## config.mk

```make
export PLATFORM = sky130hd
export DESIGN_NAME = rr_mux_arbiter
export DESIGN_NICKNAME = d
export VERILOG_FILES = /design/src/rtl/rr_mux_arbiter.sv
export SDC_FILE = /design/constraint.sdc
export NUM_CORES = 1
export LEC_CHECK = 0
export BUFFER_PORTS_ARGS = -buffer_cell sky130_fd_sc_hd__buf_2
export CAP_MARGIN = 30
export CORE_AREA = 2 2 57 59
export DETAILED_ROUTE_END_ITERATION = 8
export DIE_AREA = 0 0 59 61
export GPL_TIMING_DRIVEN = 1
export PLACE_DENSITY_LB_ADDON = 0.1
export SLEW_MARGIN = 20
export SYNTH_ARGS = -nofsm -noshare
export SYNTH_HDL_FRONTEND = slang
export SYNTH_SLANG_ARGS = --single-unit
```

## constraint.sdc

```tcl
create_clock -name clk -period 3.6 [get_ports clk]
set_clock_uncertainty 0.1 [all_clocks]
set_input_delay 0.72 -clock clk [delete_from_list [all_inputs] [get_ports clk]]
set_output_delay 0.72 -clock clk [all_outputs]
set_load 0.1 [all_outputs]
```

## src/rtl/rr_mux_arbiter.sv

```systemverilog
// Round-robin arbiter feeding one registered valid/ready output channel.
// Captures the winning requester's word and holds it until accepted.
module rr_mux_arbiter #(
  parameter int N_REQ  = 4,
  parameter int DATA_W = 8,
  parameter int SEL_W  = 2
) (
  input  logic                    clk,
  input  logic                    rst_n,
  input  logic [N_REQ-1:0]        req,
  input  logic [N_REQ*DATA_W-1:0] in_data,
  output logic [N_REQ-1:0]        grant,
  output logic [SEL_W-1:0]        sel,
  output logic                    out_valid,
  output logic [DATA_W-1:0]       out_data,
  input  logic                    out_ready
);

  typedef enum logic {
    IDLE,
    BUSY
  } state_t;

  state_t state_q, state_d;

  logic [SEL_W-1:0]  ptr_q, ptr_d;
  logic [SEL_W-1:0]  sel_q, sel_d;
  logic              valid_q, valid_d;
  logic [DATA_W-1:0] data_q, data_d;

  logic [SEL_W-1:0]  win;
  logic [DATA_W-1:0] win_data;
  logic [SEL_W-1:0]  hi_i, lo_i;
  logic              hi_f, lo_f;
  logic              cap;

  // First request strictly above ptr wins; else lowest request wraps.
  always_comb begin
    hi_f = 1'b0;
    lo_f = 1'b0;
    hi_i = '0;
    lo_i = '0;
    for (int i = 0; i < N_REQ; i++) begin
      if (req[i] && !lo_f) begin
        lo_f = 1'b1;
        lo_i = SEL_W'(i);
      end
      if (req[i] && !hi_f && (SEL_W'(i) > ptr_q)) begin
        hi_f = 1'b1;
        hi_i = SEL_W'(i);
      end
    end
    win = hi_f ? hi_i : lo_i;
    win_data = '0;
    for (int i = 0; i < N_REQ; i++) begin
      if (SEL_W'(i) == win) begin
        win_data = in_data[i*DATA_W +: DATA_W];
      end
    end
  end

  always_comb begin
    state_d = state_q;
    ptr_d   = ptr_q;
    sel_d   = sel_q;
    valid_d = valid_q;
    data_d  = data_q;
    grant   = '0;
    cap     = 1'b0;
    unique case (state_q)
      IDLE: cap = rst_n && (|req);
      BUSY: cap = rst_n && (|req) && out_ready;
      default: cap = 1'b0;
    endcase
    if (cap) begin
      grant   = N_REQ'(1) << win;
      state_d = BUSY;
      ptr_d   = win;
      sel_d   = win;
      valid_d = 1'b1;
      data_d  = win_data;
    end else if (state_q == BUSY && out_ready) begin
      state_d = IDLE;
      valid_d = 1'b0;
    end
  end

  always_ff @(posedge clk or negedge rst_n) begin
    if (!rst_n) begin
      state_q <= IDLE;
      ptr_q   <= SEL_W'(N_REQ - 1);
      sel_q   <= '0;
      valid_q <= 1'b0;
      data_q  <= '0;
    end else begin
      state_q <= state_d;
      ptr_q   <= ptr_d;
      sel_q   <= sel_d;
      valid_q <= valid_d;
      data_q  <= data_d;
    end
  end

  assign sel       = sel_q;
  assign out_valid = valid_q;
  assign out_data  = data_q;

endmodule

```

======== Yosys cells after proc, flatten, opt, wreduce, memory -nomap -nowiden ========
Index checks and enable logic that the tools add are counted.
word-level totals
  output and inout port bits .............. 15
  word-level logic and storage cells ...... 57
  register bits after elaboration ......... 13
  bits of input ports ..................... 39
cells by class
  multiplexer cells ....................... 22
  shift operators ......................... 1
  reduce and logical (&&, ||, !) cells .... 22
  bitwise operators ....................... 1
  eq/ne operators ......................... 3
  magnitude comparators ................... 4
operators with widths
  cell                   number
  $mux W8                4
  $logic_and A1 B1 Y1    13
  $mux W1                11
  $mux W2                5
  $logic_not A1 Y1       6
  $eq A2 B2 Y1 const A   2
  $gt A1 B2 Y1 const A   2
  $gt A2 B2 Y1 const A   2
  $mux W4                1
  $reduce_or A4 Y1       1
  $shl A1 B2 Y4 const A  1
  $eq A1 B2 Y1 const A   1
  $logic_not A2 Y1       1
  $pmux W1 S2            1
  $reduce_bool A2 Y1     1
  $not A1 Y1             1

======== Longest topological paths before layout ========
  word-level depth ........................ 21
  gate-level depth with buffers ........... 7
  depth with buffers taken out ............ 5

======== Least setup slack after synthesis ========
OpenSTA, ideal clock, no wires.
  path kind ............................... reg2out
  from .................................... register out_valid (netlist name)
  to ...................................... output grant[3]
  path slack .............................. -0.158 ns
  required time ........................... 2.780 ns
  stages on the path, launching flop included .. 5
  path buffers ............................ 0
  data arrival time ....................... 2.938 ns
  cell sequence ........................... dfrtp_1 -> nand2b_1 -> or2b_4 -> a2111oi_2 -> nor2b_1
RTL lines
  what       line  RTL
  to (decl)  12    output logic [N_REQ-1:0] grant,

======== Final worst setup path ========
  from .................................... input req[1]
  to ...................................... output grant[3]
between the ends
  longest elaborated chain between the ends .. 14
  elaborated cells between the ends (all ways) .. 31
  classes of those cells .................. 1 x shift; 14 x mux; 16 x reduce/logical
RTL lines
  what                                line  RTL
  from (decl)                         10    input logic [N_REQ-1:0] req,
  $logic_and A1 B1 Y1 (2 in a row)    48    if (req[i] && !hi_f && (SEL_W'(i) > ptr_q)) begin
  $mux W1                             48
  $logic_not A1 Y1                    48
  $logic_and A1 B1 Y1 (2 in a row)    48
  $mux W1                             48
  $logic_not A1 Y1                    48
  $logic_and A1 B1 Y1 (2 in a row)    48
  $mux W2 or $mux W1 (tied branches)  48
  $mux W2                             53    win = hi_f ? hi_i : lo_i;
  $shl A1 B2 Y4                       76    grant = N_REQ'(1) << win;
  $mux W4 (*)                         75    if (cap) begin
Mark *: on every way between the ends. The rest lies on a longest branch, timed or not.

==> impl_metrics.py <==
metrics = {
    "sta": {
        "finalHoldViolations": 0,
        "rsz0062_at_grt": "no",
        "fin_crit_sh_pct": 86.89,
        "max-slew-margin-rel_pct": 52.33,
        "max_freq_mhz": 319.7,
        "holdWs_ns": 0.3079,
        "setup_violations": 0,
        "slew_violations": 0,
        "tns_ns": 0,
        "worst_slew_pin_slew_ns": 0.7135,
        "finalCriticalPeriod_ns": 3.128,
    },
    "critical_path": {
        "end_kind": "output port",
        "path_cells": "buf_2 > o41ai_4 > or2b_4 > a2111oi_2 > nor2b_2 > buf_2",
        "path_delay_family": "buffers and inverters",
        "r2r_setup_slack_ns": 1.73,
        "cp_slowest_stage_delay_ns": 0.42,
        "slowest_stage": "buf_2",
        "crit_top_cell": "buf_2",
        "crit_buf_inv": 2,
        "regToRegStartpoint": "ptr_q[1]",
        "rr_worst_depth": 5,
        "r2r-end": "out_data[4]",
        "worstPathRequired_ns": 2.78,
        "critPathArrivalTime_ns": 2.31,
        "critPathKind": "input port to output port",
        "cp_max_fo": 13,
        "startpoint_type": "input port",
    },
    "route": {
        "viasPerCell": 5.274,
        "drt_iter0_drc": 29,
        "postRouteAntennaNets": 0,
        "firstDrtPassIters": 4,
        "wirelength_um": 2569,
        "drc": 0,
        "routedWlPerCell_um": 14.35,
        "vias": 944,
    },
    "power": {
        "power.density_mw_per_mm2": 664.2,
        "p_leak_nw": 0.5622,
        "ir_drop_v": 0.0003263,
    },
    "synthesis": {
        "ys_warn_count": 0,
        "synth_top_cell_area_share_pct": 30.86,
        "synth_nets": 132,
        "syn_area_per_cell_um2": 9.593,
        "synthCells": 93,
        "ys_types": 31,
        "netlist_area_um2": 892.1,
        "synthFlopType": "dfrtp_1",
        "yosys.cell_count.top_type": "nor2_1",
        "yosys.area.top_type": "dfrtp_1",
        "yosys-top-cells-area": "dfrtp_1 (31%), a221oi_1 (7.9%), o221ai_1 (7.9%)",
        "synth-edff-count": 0,
        "synth_common_cells": "nor2_1 (13), dfrtp_1 (11), a21oi_1 (9)",
        "async_flop_share_pct": 100.0,
        "ys_seq_area_share_pct": 36.75,
        "synth-seq-cells": 13,
    },
    "global_route": {
        "grt_usage_pct": 15.94,
        "grt_start_max_net_pins": 14,
        "grt-ovfl-total": 0,
        "grt_pass1_wl_um": 4174,
        "grt_pass1_vias": 948,
        "antenna_found_initial": 0,
    },
    "die": {
        "rows": 20,
        "fp.dieH_um": 61,
        "coreArea_mm2": 0.002953,
        "die_area_mm2": 0.003599,
        "initial_utilization_pct": 30.21,
        "io_pins": 54,
        "die_w_um": 59,
    },
    "clock_tree": {
        "cts_resized": 0,
        "cts_buffers": 3,
        "htree_levels": 1,
        "cts.sinks": 13,
        "clk_pin_slew_worst_paths_ns": 0.08,
        "post_cts_buffers": 0,
        "cts_tree": "yes",
        "root_buffer": "clkbuf_4",
        "clockBufferDepth": 2,
        "clock_latency_ns": 0.28,
        "holdBufCountCts": 0,
    },
    "place": {
        "hpwl_um": 1981,
        "gp_congestion": 0.7130,
        "portBuffers": 53,
    },
    "status": {
        "outcome": "finished, final reports clean",
    },
    "finish": {
        "fill_cells": 317,
        "drive_gt1_share_pct": 47.95,
        "nets": 186,
        "post-route-util_pct": 41.23,
        "area_growth_pct": 36.47,
        "num_antenna_cells": 0,
    },
    "worst_hold_path": {
        "hp-class": "input port to asynchronous set/reset pin",
    },
    "job": {
        "drv_cap": 0,
    },
}
[where the power goes]
part,internal [mW],switching (mW)
Combinational,0.113,0.386
Sequential,0.188,0.0298
Clock,0.0430,0.0490
Total,0.344,0.465
[worst max-delay path by stage]
stage / endpoint / slack (ns) / from / cells after the start
3_3_place_gp: grant[3] / 0.48 / req[1] / 6
6_report: grant[3] / 0.47 / req[1] / 6
4_1_cts: grant[3] / 0.45 / req[1] / 6
3_5_place_dp: grant[3] / 0.47 / req[1] / 6
5_1_grt: grant[3] / 0.35 / req[1] / 6
2_1_floorplan: grant[2] / 0.13 / out_valid / 4
[through the flow]
step / area [um2] / power [mW] / setup slack, ns / std cells
2_1_floorplan: 897.1 / 0.6226 / 0.1283 / 93
3_3_place_gp: 1191 / 0.7244 / 0.4796 / 175
3_5_place_dp: 1191 / 0.7231 / 0.4679 / 175
4_1_cts: 1217 / 0.8180 / 0.4547 / 179
5_1_grt: 1217 / 0.8596 / 0.3539 / 179
6_report: 1217 / 0.8086 / 0.4721 / 179
[cells by family after synthesis]
family | synth area share [%]
AO/OA/AOI/OAI | 39.83
AND/OR/NAND/NOR | 13.46
flip-flops | 36.75
buffers and inverters | 9.956
[per-layer routing]
metal / vias up / track usage, % / wire, um
met5: - / 0 / 0
met2: 33 / 25.08 / 1248
met4: 0 / 7.143 / 57
li1: 469 / - / -
met3: 6 / 5.970 / 165
met1: 436 / 19.53 / 1097
[cell usage in the layout (no fill, tap or decap), drive strengths merged]
cell and count:
a21boi 1, clkbuf 4, inv 3, dfstp 2
a221oi 8, nor2b 5, or2b 1, dfrtp 11
a2111oi 1, a211oi 1, nand2b 1, nand2 3
a2bb2oi 1, nor3 1, o21ai 3, and2 1
a21oi 9, o31a 1, o31ai 1, o211ai 1
a21o 2, o2bb2ai 1, clkinv 1, buf 57
o21a 1, a222oi 1, o22ai 2, nor2 13
o221ai 8, o41ai 1
[final cells by class]
cell class                      instances  area, um2  area share (%)
Timing Repair Buffer                   57      325.3           26.72
Tap cell                               33      41.29           3.392
Multi-Input combinational cell         68      480.5           39.47
Inverter                                4      16.27           1.336
Sequential cell                        13      327.8           26.93
Clock buffer                            4      26.28           2.158
[worst reg2reg max path: cells and delay by family, from the launching register on]
| kind | cells | cell delay [ns] |
|---|---|---|
| AO/OA/AOI/OAI | 4 | 0.95 |
| buffers and inverters | 1 | 0.10 |
| flip-flops | 1 | 0.64 |
[flip-flops by register name, summed over array words and instances, names as in the netlist]
signal and count:
ptr_q 2, out_valid 1, sel 2, out_data 8
(Power assumes the default switching activity.)
